==> config.mk <==
export PLATFORM = sky130hd
export DESIGN_NAME = jtframe_spi_upload
export DESIGN_NICKNAME = d
export VERILOG_FILES = /design/src/rtl/jtframe_spi_pkg.sv /design/src/rtl/jtframe_spi_sync.sv /design/src/rtl/jtframe_spi_upload.sv
export SDC_FILE = /design/constraint.sdc
export NUM_CORES = 1
export LEC_CHECK = 0
export CAP_MARGIN = 15
export CORE_ASPECT_RATIO = 1.4
export CORE_MARGIN = 2
export CORE_UTILIZATION = 55
export DETAILED_ROUTE_END_ITERATION = 8
export PLACE_DENSITY = 0.83
export SKIP_CTS_REPAIR_TIMING = 1
export SYNTH_ARGS = -nofsm -noshare
export SYNTH_HDL_FRONTEND = slang
export SYNTH_SLANG_ARGS = --single-unit
==> constraint.sdc <==
create_clock -name clk_sys -period 3.8 [get_ports clk_sys]
set_input_delay 0.76 -clock clk_sys [delete_from_list [all_inputs] [get_ports clk_sys]]
set_output_delay 0.76 -clock clk_sys [all_outputs]
set_load 0.005 [all_outputs]
==> src/rtl/jtframe_spi_pkg.sv <==
// Shared definitions for the IO-controller SPI link (upload and download paths).
package jtframe_spi_pkg;

  typedef logic [1:0] spi_state_t;

  localparam spi_state_t ST_IDLE   = 2'd0;
  localparam spi_state_t ST_CMD    = 2'd1;
  localparam spi_state_t ST_IGNORE = 2'd2;
  localparam spi_state_t ST_SEND   = 2'd3;

  // Command codes seen on the link; the downloader decodes the UIO_FILE_* ones.
  localparam logic [7:0] UPLOAD_CMD_DEF  = 8'h15;
  localparam logic [7:0] UIO_FILE_TX     = 8'h53;
  localparam logic [7:0] UIO_FILE_TX_DAT = 8'h54;
  localparam logic [7:0] UIO_FILE_INDEX  = 8'h55;
  localparam logic [7:0] UIO_FILE_INFO   = 8'h56;

endpackage

==> src/rtl/jtframe_spi_sync.sv <==
// Two-FF synchroniser plus one history stage for an SPI pad, with edge detection.
module jtframe_spi_sync (
  input  logic clk,
  input  logic rst,
  input  logic pad,
  output logic lvl,
  output logic rise,
  output logic fall
);

  logic [2:0] stg;

  // Cleared to 0 so a pad that is already low after reset produces no fall.
  always_ff @(posedge clk) begin
    if (rst) stg <= '0;
    else     stg <= {stg[1:0], pad};
  end

  assign lvl  = stg[1];
  assign rise =  stg[1] & ~stg[2];
  assign fall = ~stg[1] &  stg[2];

endmodule

==> src/rtl/jtframe_spi_upload.sv <==
// SPI-slave transmitter: streams core memory out on MISO after an upload command.
//
// state     | meaning
// ST_IDLE   | slave not selected, or waiting for a fresh ss fall
// ST_CMD    | shifting in the command byte on sck rises
// ST_IGNORE | command was not an upload; MISO released until ss rises
// ST_SEND   | shifting memory bytes out on sck falls, one byte prefetched
module jtframe_spi_upload
  import jtframe_spi_pkg::*;
#(
  parameter int         AW         = 16,
  parameter logic [7:0] UPLOAD_CMD = UPLOAD_CMD_DEF,
  parameter logic [7:0] FILL       = 8'hFF
) (
  input  logic          clk_sys,
  input  logic          rst,
  input  logic          spi_sck,
  input  logic          spi_ss,
  input  logic          spi_di,
  output logic          spi_do,
  output logic          spi_do_oe,
  output logic [AW-1:0] mem_addr,
  output logic          mem_rd,
  input  logic          mem_ok,
  input  logic [7:0]    mem_dout,
  output logic          uploading,
  output logic          underrun
);

  logic sck_lvl, sck_rise, sck_fall;
  logic ss_lvl, ss_rise, ss_fall;
  logic di_lvl, di_rise, di_fall;
  logic unused_sync;

  jtframe_spi_sync u_sck (.clk(clk_sys), .rst(rst), .pad(spi_sck),
                          .lvl(sck_lvl), .rise(sck_rise), .fall(sck_fall));
  jtframe_spi_sync u_ss  (.clk(clk_sys), .rst(rst), .pad(spi_ss),
                          .lvl(ss_lvl),  .rise(ss_rise),  .fall(ss_fall));
  jtframe_spi_sync u_di  (.clk(clk_sys), .rst(rst), .pad(spi_di),
                          .lvl(di_lvl),  .rise(di_rise),  .fall(di_fall));

  assign unused_sync = ^{sck_lvl, ss_rise, di_rise, di_fall};

  spi_state_t state;
  logic [7:0] cmd_sr, cmd_next, shreg, buf_data;
  logic [2:0] bit_cnt;
  logic       buf_valid, discard;
  logic       active_send, rd_done, live_done, boundary;

  assign cmd_next    = {cmd_sr[6:0], di_lvl};
  assign active_send = (state == ST_SEND) && !ss_lvl;
  assign rd_done     = mem_rd & mem_ok;
  // A read that outlived its session is drained but its data is dropped.
  assign live_done   = rd_done & ~discard & active_send;
  assign boundary    = active_send & sck_fall & (bit_cnt == 3'd0);

  assign spi_do_oe = active_send;
  assign spi_do    = active_send & shreg[7];

  always_ff @(posedge clk_sys) begin
    if (rst) begin
      state     <= ST_IDLE;
      cmd_sr    <= '0;
      shreg     <= '0;
      buf_data  <= '0;
      buf_valid <= 1'b0;
      bit_cnt   <= '0;
      discard   <= 1'b0;
      mem_rd    <= 1'b0;
      mem_addr  <= '0;
      uploading <= 1'b0;
      underrun  <= 1'b0;
    end else begin
      if (rd_done) begin
        mem_rd  <= 1'b0;
        discard <= 1'b0;
        if (live_done) begin
          mem_addr <= mem_addr + AW'(1);
          if (!boundary) begin
            buf_data  <= mem_dout;
            buf_valid <= 1'b1;
          end
        end else begin
          mem_addr <= '0;
        end
      end

      if (ss_lvl) begin
        state     <= ST_IDLE;
        uploading <= 1'b0;
        buf_valid <= 1'b0;
        bit_cnt   <= '0;
        if (mem_rd && !mem_ok) discard <= 1'b1;
      end else begin
        case (state)
          ST_IDLE: begin
            if (ss_fall) begin
              state    <= ST_CMD;
              bit_cnt  <= '0;
              underrun <= 1'b0;
            end
          end
          ST_CMD: begin
            if (sck_rise) begin
              cmd_sr  <= cmd_next;
              bit_cnt <= bit_cnt + 3'd1;
              if (bit_cnt == 3'd7) begin
                if (cmd_next == UPLOAD_CMD) begin
                  state     <= ST_SEND;
                  uploading <= 1'b1;
                  shreg     <= FILL;
                  // With a stale read still pending the first read waits for it.
                  if (!mem_rd) begin
                    mem_addr <= '0;
                    mem_rd   <= 1'b1;
                  end
                end else begin
                  state <= ST_IGNORE;
                end
              end
            end
          end
          ST_SEND: begin
            if (sck_fall) begin
              bit_cnt <= bit_cnt + 3'd1;
              if (bit_cnt == 3'd0) begin
                if (live_done) begin
                  shreg <= mem_dout;
                end else if (buf_valid) begin
                  shreg     <= buf_data;
                  buf_valid <= 1'b0;
                end else begin
                  shreg    <= FILL;
                  underrun <= 1'b1;
                end
              end else begin
                shreg <= {shreg[6:0], 1'b0};
              end
            end
            if (!mem_rd && !buf_valid && !discard) mem_rd <= 1'b1;
          end
          default: ;
        endcase
      end
    end
  end

endmodule
==> metrics.md <==
| Metric | Value |
|---|---|
| Synthesized area | `2759 um2` |
| Peak VDD IR | `0.2572 mV` |
| CORE AREA | `4842 um2` |
| CTS H-Tree Depth | `3` |
| Sequential share of power | `49.8%` |
| Vias in the first global route | `2306` |
| Post-synthesis cell type count | `48` |
| Antenna Cells | `0` |
| Wirelength per Cell | `14.92 um` |
| Mean number of vias per cell | `6.007` |
| Synth Area per Inst | `9.016 um2` |
| Max Cap Viol | `0` |
| Critical path arrival | `1.90 ns` |
| Initial antenna violation count | `0` |
| Hold path start | `u_di.stg[0]` |
| Slew of the pin with the lowest slew margin | `1.066 ns` |
| Sink Count | `57` |
| Largest net degree at the start of global routing | `35` |
| CTS root buf | `clkbuf_8` |
| DR iter-0 viols | `171` |
| Crit Reg-Reg Startpoint | `state[0]` |
| Seq cells post-synth | `57` |
| Chip Width | `63.86 um` |
| CP endpoint kind | `output pin` |
| Sw Share | `21.47%` |
| Synth area leader | `dfxtp_1` |
| Dpl ws | `1.222 ns` |
| Syn nets | `324` |
| Post-route ant nets | `0` |
| GRT Total Usage | `23.02%` |
| Setup TNS Final | `0 ns` |
| Worst R2R Setup Slack | `1.46 ns` |
| First-pass GRT wire length | `10.08 mm` |
| Setup crit start kind | `flip-flop` |
| Routed WL | `6.026 mm` |
| Period utilization | `70.11%` |
| Row cnt | `30` |
| Pleak | `1.114 nW` |
| Slew Viols, Final | `0` |
| Clk pwr share | `46.4%` |
| Most frequent cells after synthesis | `57 x dfxtp_1, 24 x a21oi_1, 20 x nor2_1` |
| Synth area leaders | `dfxtp_1 41%, mux2i_1 5.4%, a21oi_1 4.4%, a221oi_1 3.2%, o211ai_1 3.0%` |
| Fmax | `0.3754 GHz` |
| Final min period | `2.664 ns` |
| 1st-pass router iterations | `4` |
| CTS clk-pin slew, worst paths | `0.06 ns` |
| Die height | `87.80 um` |
| Register area share after synthesis | `41.36%` |
| Reg2reg end | `mem_addr[0]` |
| Final setup fails | `0` |
| Synth Instances | `306` |
| Crit-path max FO | `15` |
| Clk_lat worst skew | `0.34 ns` |
| Total gr overflow | `0` |
| Post-DP HPWL | `4.152 mm` |
| Nets | `354` |
| Sw Pwr | `0.2619 mW` |
| Yosys top cell area share | `41.36%` |
| Clk_skew | `0.009110 ns` |
| Async SR Flop Fraction | `0%` |
| CTS Buffer Depth | `2` |
| Post-synth EDFFs | `0` |
| DR vias | `2427` |
| Top-count cell post-synth | `dfxtp_1` |
| Setup CP Type | `flip-flop to output pin` |
| WP data required | `3.04 ns` |
| Port bufs | `34` |
| Area overhead of the layout relative to synthesis | `19.95%` |
| Status | `finished, final reports clean` |
| Critical path startpoint | `state[0]` |
| Final Hold Viols | `0` |
| Yosys warns | `0` |
| CTS tree | `built` |
| DRC viols | `0` |
| Hold WC Path Type | `flip-flop to flip-flop` |
| Worst r2r path cells | `4` |
| Power per cell area | `368.6 nW/um2` |
| CTS Buf Count | `9` |
| Worst Setup EP | `spi_do` |
| Die area | `5607 um2` |
| Main synth FF type | `dfxtp_1` |
| Starting density of the core | `56.98%` |
| Cell internal pwr | `0.9578 mW` |
| Slew HR | `28.53%` |
| RePlAce Congestion | `0.8130` |
| Combinational power share | `3.8%` |
| RSZ-0062 raised after global routing | `no` |
| Ratio of cells with drive above 1 in the final layout | `8.235%` |
| PnR worst setup slack | `1.136 ns` |
| I/O pin count | `35` |
[metrics by stage]
stage	hold WS (ns)	utilization (%)	total power, mW	instances	area [um2]
2_1_floorplan	0.4138	-	0.6441	306	2759
3_3_place_gp	0.4170	64.32	0.6656	389	3114
4_1_cts	0.4404	68.35	1.231	404	3309
3_5_place_dp	0.4267	64.32	0.6665	389	3114
6_report	0.4342	68.35	1.220	404	3309
5_1_grt	0.4602	68.35	1.259	404	3309
[routing by layer]
layer / track usage, % / routed length (um) / vias to the layer above
met2: 39.58 / 3127 / 56
met1: 25.30 / 2544 / 1159
met3: 7.198 / 233 / 10
met4: 12.25 / 121 / 0
li1: - / - / 1202
met5: 0 / 0 / -
[cell type report]
class                   count  area (um2)
repair buffers             37       362.8
well taps                  64       80.08
inverters                  17       63.81
clock buffers              12       155.1
flip-flops and latches     57        1141
clock inverters             3       40.04
fillers                   379        1533
multi-input cells         214        1466
[registers in the layout (all words and copies together) (netlist names), named ones only]
signal,cells
uploading,1
underrun,1
cmd_sr,7
bit_cnt,3
mem_rd,1
u_di.stg,2
u_ss.stg,3
state,2
mem_addr,16
shreg,8
buf_valid,1
u_sck.stg,3
buf_data,8
[power by group through the flow]
stage / Sequential (mW) / Clock [mW] / Combinational, mW
4_1_cts: 0.608 / 0.577 / 0.0461
6_report: 0.608 / 0.566 / 0.0460
3_5_place_dp: 0.621 / 0 / 0.0457
5_1_grt: 0.608 / 0.600 / 0.0503
2_1_floorplan: 0.618 / 0 / 0.0263
3_3_place_gp: 0.621 / 0 / 0.0449
[critical path, cell delays in order, from the launching register on]
cell and delay [ns]:
dfxtp_1 0.61, and3b_1 0.31, and2_1 0.16, clkdlybuf4s50_1 0.49
[logic make-up after synthesis]
family,synth area share [%]
multiplexers,5.442
AND/OR/NAND/NOR,24.76
flip-flops,41.36
adder cells (fa/ha/maj),1.814
AO/OA/AOI/OAI,21.13
buffers and inverters,5.487
[placed cells by master, fill, tap and decap left out, drive strengths merged, types with 5 or more instances in the layout]
| master | Yosys | layout |
|---|---|---|
| a221oi | 10 | 10 |
| mux2i | 15 | 15 |
| clkdlybuf4s50 | 0 | 34 |
| nand2 | 17 | 17 |
| nor2b | 10 | 10 |
| o211ai | 11 | 11 |
| dfxtp | 57 | 57 |
| a21oi | 26 | 26 |
| clkbuf | 12 | 12 |
| nor2 | 20 | 20 |
| inv | 17 | 17 |
| nand3 | 10 | 10 |
| a31oi | 8 | 8 |
| o21ai | 8 | 8 |
| nand2b | 7 | 7 |
| or3 | 7 | 7 |
| and3 | 6 | 6 |
| nand4 | 5 | 5 |
| a211o | 8 | 8 |
[worst min-delay path by stage]
stage	end	slack, ns	depth (start not counted)
after global routing	u_di.stg[1]	0.46	1
after floorplan	u_di.stg[1]	0.41	1
final	u_di.stg[1]	0.43	1
after detailed placement	u_di.stg[1]	0.43	1
after global placement	u_di.stg[1]	0.42	1
after CTS	u_di.stg[1]	0.44	1
Note: power is estimated with default switching activity, not from simulation.
